### config.mk
export PLATFORM = sky130hd
export DESIGN_NAME = ddr_clk_gen
export DESIGN_NICKNAME = d
export VERILOG_FILES = /design/src/rtl/ddr_clk_gen.sv
export SDC_FILE = /design/constraint.sdc
export NUM_CORES = 1
export LEC_CHECK = 0
export ABC_AREA = 1
export CAP_MARGIN = 30
export CORE_MARGIN = 10
export CORE_UTILIZATION = 45
export CTS_BUF_LIST = sky130_fd_sc_hd__clkbuf_8
export DETAILED_ROUTE_END_ITERATION = 8
export PLACE_DENSITY = 0.64
export SYNTH_ARGS = -nofsm -noshare
export SYNTH_HDL_FRONTEND = slang
export SYNTH_SLANG_ARGS = --single-unit
### constraint.sdc
create_clock -name WR_CLK_333M -period 1.8 [get_ports WR_CLK_333M]
set_clock_uncertainty 0.15 [all_clocks]
set_input_delay 0.27 -clock WR_CLK_333M [delete_from_list [all_inputs] [get_ports WR_CLK_333M]]
set_output_delay 0.27 -clock WR_CLK_333M [all_outputs]
set_load 0.1 [all_outputs]
### src/rtl/ddr_clk_gen.sv
// Derives the half-rate DDR clock from the fast write clock by even division, and drives a
// glitch-free gated CLK_P/CLK_N pair, a lock indication and rising/falling phase strobes.
module ddr_clk_gen #(
  parameter int CLK_DIV     = 2,
  parameter int LOCK_CYCLES = 67
) (
  input  logic WR_CLK_333M,
  input  logic RESET_N,
  output logic DDR_CLK_166M,
  output logic CLK_P,
  output logic CLK_N,
  output logic LOCKED,
  output logic OUT_EN,
  output logic PH_RISE,
  output logic PH_FALL
);

  localparam int CNT_W = (CLK_DIV > 2) ? $clog2(CLK_DIV) : 1;
  localparam logic [CNT_W-1:0] CNT_ZERO = CNT_W'(0);
  localparam logic [CNT_W-1:0] CNT_ONE  = CNT_W'(1);
  localparam logic [CNT_W-1:0] CNT_HALF = CNT_W'(CLK_DIV / 2);
  localparam logic [CNT_W-1:0] CNT_LAST = CNT_W'(CLK_DIV - 1);
  localparam logic [15:0]      LOCK_TGT = 16'(LOCK_CYCLES);

  logic [CNT_W-1:0] cnt_r, cnt_nxt_s;
  logic [15:0]      lock_cnt_r, lock_cnt_nxt_s;
  logic             ddr_r, ddr_nxt_s;
  logic             toggle_s, rise_s, fall_s;
  logic             locked_r, locked_nxt_s;
  logic             out_en_r, out_en_nxt_s;
  logic             clk_p_r, clk_p_nxt_s;
  logic             clk_n_r, clk_n_nxt_s;
  logic             ph_rise_r, ph_fall_r;

  // Next-state logic for divider, strobes, lock counter, output enable and the pair
  always_comb begin
    cnt_nxt_s      = cnt_r;
    lock_cnt_nxt_s = lock_cnt_r;
    clk_p_nxt_s    = 1'b0;
    clk_n_nxt_s    = 1'b1;

    if (cnt_r == CNT_LAST) begin
      cnt_nxt_s = CNT_ZERO;
    end else begin
      cnt_nxt_s = cnt_r + CNT_ONE;
    end

    // Toggling on counts 0 and CLK_DIV/2 makes the first edge out of reset a rising one
    toggle_s  = (cnt_r == CNT_ZERO) || (cnt_r == CNT_HALF);
    ddr_nxt_s = ddr_r ^ toggle_s;
    rise_s    = toggle_s & ~ddr_r;
    fall_s    = toggle_s & ddr_r;

    if (lock_cnt_r != LOCK_TGT) begin
      lock_cnt_nxt_s = lock_cnt_r + 16'd1;
    end else begin
      lock_cnt_nxt_s = lock_cnt_r;
    end
    locked_nxt_s = locked_r | (lock_cnt_nxt_s == LOCK_TGT);

    // Enable only on a rising DDR edge once already locked, so the pair opens on a full high phase
    out_en_nxt_s = out_en_r | (locked_r & rise_s);

    if (out_en_nxt_s) begin
      clk_p_nxt_s = ddr_nxt_s;
      clk_n_nxt_s = ~ddr_nxt_s;
    end else begin
      clk_p_nxt_s = 1'b0;
      clk_n_nxt_s = 1'b1;
    end
  end

  // State and output registers
  always_ff @(posedge WR_CLK_333M or negedge RESET_N) begin
    if (!RESET_N) begin
      cnt_r      <= CNT_ZERO;
      lock_cnt_r <= 16'd0;
      ddr_r      <= 1'b0;
      locked_r   <= 1'b0;
      out_en_r   <= 1'b0;
      clk_p_r    <= 1'b0;
      clk_n_r    <= 1'b1;
      ph_rise_r  <= 1'b0;
      ph_fall_r  <= 1'b0;
    end else begin
      cnt_r      <= cnt_nxt_s;
      lock_cnt_r <= lock_cnt_nxt_s;
      ddr_r      <= ddr_nxt_s;
      locked_r   <= locked_nxt_s;
      out_en_r   <= out_en_nxt_s;
      clk_p_r    <= clk_p_nxt_s;
      clk_n_r    <= clk_n_nxt_s;
      ph_rise_r  <= rise_s;
      ph_fall_r  <= fall_s;
    end
  end

  assign DDR_CLK_166M = ddr_r;
  assign CLK_P        = clk_p_r;
  assign CLK_N        = clk_n_r;
  assign LOCKED       = locked_r;
  assign OUT_EN       = out_en_r;
  assign PH_RISE      = ph_rise_r;
  assign PH_FALL      = ph_fall_r;

endmodule

==> Flow_metrics.wiki <==
{| class="wikitable"
! Metric !! Value
|-
| Arrival time of the worst setup path || approximately 1700 ps
|-
| Synth Warn # || 0
|-
| Total congestion overflow || 0
|-
| Library cell appearing most often on the critical path || sky130_fd_sc_hd__nand2_1
|-
| Post-route fraction of the period consumed by the critical path || approximately 91%
|-
| Antenna-violating nets left || 0
|-
| Vias per cell || 5.07
|-
| Area overhead of the layout relative to synthesis || 23.2%
|-
| CP max stage cell || sky130_fd_sc_hd__dfrtp_1
|-
| Portion of synthesized cell area occupied by the leading cell type || 44.9%
|-
| I/O Buffers || 8
|-
| Power density relative to cell area || 567 nW/um2
|-
| Row cnt || 18
|-
| Buffering stage count on the worst path with inverters included || 1
|-
| Final Hold Vio Count || 0
|-
| Synthesized netlist cell count || 149
|-
| TritonCTS Buffers || 3
|-
| Family with the most delay on the worst path || simple AND/OR/NAND/NOR gates
|-
| Average cell area after synthesis || a little under 8 um2
|-
| Fraction of final layout cells with drive strength greater than 1 || around a fifth
|-
| Most frequent standard cell in the layout excluding fill and tap cells || sky130_fd_sc_hd__nand2_1
|-
| Number of max-cap violations || 0
|-
| Chip height || 71.0 um
|-
| DP HPWL || 1.86 mm
|-
| Leading cell types in the layout, fill and taps excluded || 42 x sky130_fd_sc_hd__nand2_1, 26 x sky130_fd_sc_hd__nor2_1, 20 x sky130_fd_sc_hd__dfrtp_1
|-
| H-Tree Level Count || 1
|-
| Count of pins on the block boundary || 9
|-
| Register area share after synthesis || 47.2%
|-
| Post-Route Hold Slack || 196 ps
|-
| Overall die width || just over 70 um
|-
| Initial standard-cell utilization of the core || a little under half
|-
| Number of DRC markers after the initial detailed-route iteration || 85
|-
| Max frequency || 613 MHz
|-
| Buffer type at the clock tree root || sky130_fd_sc_hd__clkbuf_8
|-
| Clock tree from TritonCTS || yes
|-
| Number of detailed-routing iterations run before antenna repair || 4
|-
| Total wirelength of the detailed-routed design || 2.46 mm
|-
| Floorplan Core Area || 2480 um2
|-
| Capturing element type of the critical path || flop
|-
| Delay of the slowest cell on the worst path || 400 ps
|-
| Top cell type by total area after synthesis || sky130_fd_sc_hd__dfrtp_1
|-
| GRT Resource Usage Total || ~10%
|-
| Launching element type of the critical path || flop
|-
| VDD IR-drop max || 0.000587 V
|-
| Count of final setup violators || 0
|-
| Final Power || 817 uW
|-
| Number of antenna diodes || 0
|-
| Antenna violations before repair || 0
|-
| Most area-consuming cells after synthesis || sky130_fd_sc_hd__dfrtp_1 45%, sky130_fd_sc_hd__nand2_1 13%, sky130_fd_sc_hd__nor2_1 8.3%
|-
| Slew at the pin with the worst max-slew slack || 284 ps
|-
| Post-Place Cells || 188
|-
| Post-route non-filler standard cell count || 193
|-
| Biggest fanout along the worst timing path || 4
|-
| Tmin final || 1630 ps
|-
| Cells traversed along the worst timing path || buf_4 > nand2_2 > nor2_4 > nand2_2 > o21ai_1 > nand2_1 > nor2_1 > nand2_1 > nor2_2 > nand2_1 > nand2_1
|-
| Critical path required time || 1860 ps
|-
| Wire length of the first global-routing pass || 4.13 mm
|-
| Total number of nets in the final design || 167
|-
| Worst Hold Class || in -> async
|-
| # DRC || 0
|-
| Leakage Power || 0.671 nW
|-
| Number of sinks driven by the clock tree || 22
|-
| Slew Limit Fails || 0
|-
| Outcome || finished clean
|-
| Number of global-route vias before repair || 934
|-
| Overall die area || 5040 um2
|-
| Routability congestion estimate from global placement || 0.918
|-
| Largest buffer count on any clock path || 2
|-
| Synthesized area || 1170 um2
|-
| Worst-path clk slew || 80 ps
|-
| Average detailed-routed wire length per instance || between 10 and 15 um
|-
| Register bit total from synthesis || 22
|-
| Net count after synthesis || 152
|-
| Relative slew margins || 81.0%
|-
| Worst skew pair latency || 260 ps
|-
| Number of distinct library cells after synthesis || 19
|-
| Vias after detailed routing || 979
|-
| Worst setup path class || reg -> reg
|-
| Maximum number of pins on one net before global-route repair || 23
|}
[registers in the layout, indices dropped and copies added, names as in the netlist]
name	count
lock_cnt_r	16
CLK_N	1
CLK_P	1
LOCKED	1
OUT_EN	1
PH_FALL	1
PH_RISE	1
[routing by layer]
metal | up-vias | GRT usage [%] | routed length (um)
li1 | 491 | - | -
met2 | 27 | 15.9 | 1190
met3 | 7 | 3.91 | 170
met1 | 454 | 11.7 | 1030
met5 | - | 0 | 0
met4 | 0 | 4.52 | 69
[final cells by class]
type / instances / area (um2)
clock buffers: 3 / 41.3
clock inverters: 1 / 3.75
fillers: 234 / 1040
inverters: 15 / 56.3
well taps: 30 / 37.5
repair buffers: 11 / 173
multi-input cells: 111 / 577
flip-flops and latches: 22 / 553
[cells in the mapped netlist]
cell type,n
sky130_fd_sc_hd__nand2_1,42
sky130_fd_sc_hd__nor2_1,26
sky130_fd_sc_hd__dfrtp_1,21
sky130_fd_sc_hd__inv_1,15
sky130_fd_sc_hd__nand3_1,10
sky130_fd_sc_hd__nand2_2,7
sky130_fd_sc_hd__xor2_1,6
sky130_fd_sc_hd__nand4_1,5
sky130_fd_sc_hd__nor2_2,4
sky130_fd_sc_hd__nor2_4,3
sky130_fd_sc_hd__nand3b_1,2
sky130_fd_sc_hd__a21boi_0,1
sky130_fd_sc_hd__a21oi_1,1
sky130_fd_sc_hd__buf_4,1
sky130_fd_sc_hd__dfstp_2,1
sky130_fd_sc_hd__ha_1,1
sky130_fd_sc_hd__nand3_2,1
sky130_fd_sc_hd__o21ai_1,1
sky130_fd_sc_hd__o21bai_1,1
[metrics by stage]
| stage | utilization (%) | setup slack (ps) | cell area [um2] | TNS, ps |
|---|---|---|---|---|
| after floorplan | - | 11.0 | 1170 | 0 |
| after global placement | 55.1 | 90.6 | 1370 | 0 |
| after detailed placement | 55.1 | 13.0 | 1370 | 0 |
| after CTS | 57.0 | 36.5 | 1410 | 0 |
| after global routing | 58.2 | -30.3 | 1440 | -30.3 |
| final | 58.2 | 170 | 1440 | 0 |
[worst register-to-register path: stages (launching register included)]
cell and delay [ps]:
sky130_fd_sc_hd__dfrtp_1 400, sky130_fd_sc_hd__buf_4 150, sky130_fd_sc_hd__nand2_2 60, sky130_fd_sc_hd__nor2_4 150, sky130_fd_sc_hd__nand2_2 110, sky130_fd_sc_hd__o21ai_1 140
sky130_fd_sc_hd__nand2_1 80, sky130_fd_sc_hd__nor2_1 100, sky130_fd_sc_hd__nand2_1 70, sky130_fd_sc_hd__nor2_2 70, sky130_fd_sc_hd__nand2_1 50, sky130_fd_sc_hd__nand2_1 50
[kinds of logic after synthesis]
kind of cell	after synthesis	share of synthesized area, %
AO/OA/AOI/OAI	4	2.14
buffers and inverters	16	5.45
adder cells (fa/ha/maj)	1	1.07
AND/OR/NAND/NOR	100	39.7
XOR/XNOR	6	4.49
flip-flops	22	47.2
[power by group]
part	leakage [nW]	internal [mW]	switching [mW]
combinational	0.360	0.00332	0.00949
clock	0.0269	0.152	0.158
sequential	0.284	0.494	0
total	0.671	0.649	0.168
[worst paths after layout]
check / slack [ps] / from / end / cells past startpoint
min in group WR_CLK_333M: 400 / PH_RISE / PH_FALL / 0
setup / recovery: 170 / lock_cnt_r[1] / LOCKED / 11
max in group asynchronous: 1020 / RESET_N / CLK_N / 2
hold reg to reg: 400 / PH_RISE / PH_FALL / 0
hold / removal: 200 / RESET_N / lock_cnt_r[2] / 2
setup reg to reg: 170 / lock_cnt_r[1] / LOCKED / 11
[timing repair]
| item | CTS | global route |
|---|---|---|
| cloned | 0 | 0 |
| resized for setup | 1 | 4 |
| pin swaps | 0 | 3 |
| hold buffers | 0 | 0 |
| buffers inserted | 0 | 1 |
| endpoints found under the setup margin | 1 | 1 |
Note: power is estimated with default switching activity, not from simulation.
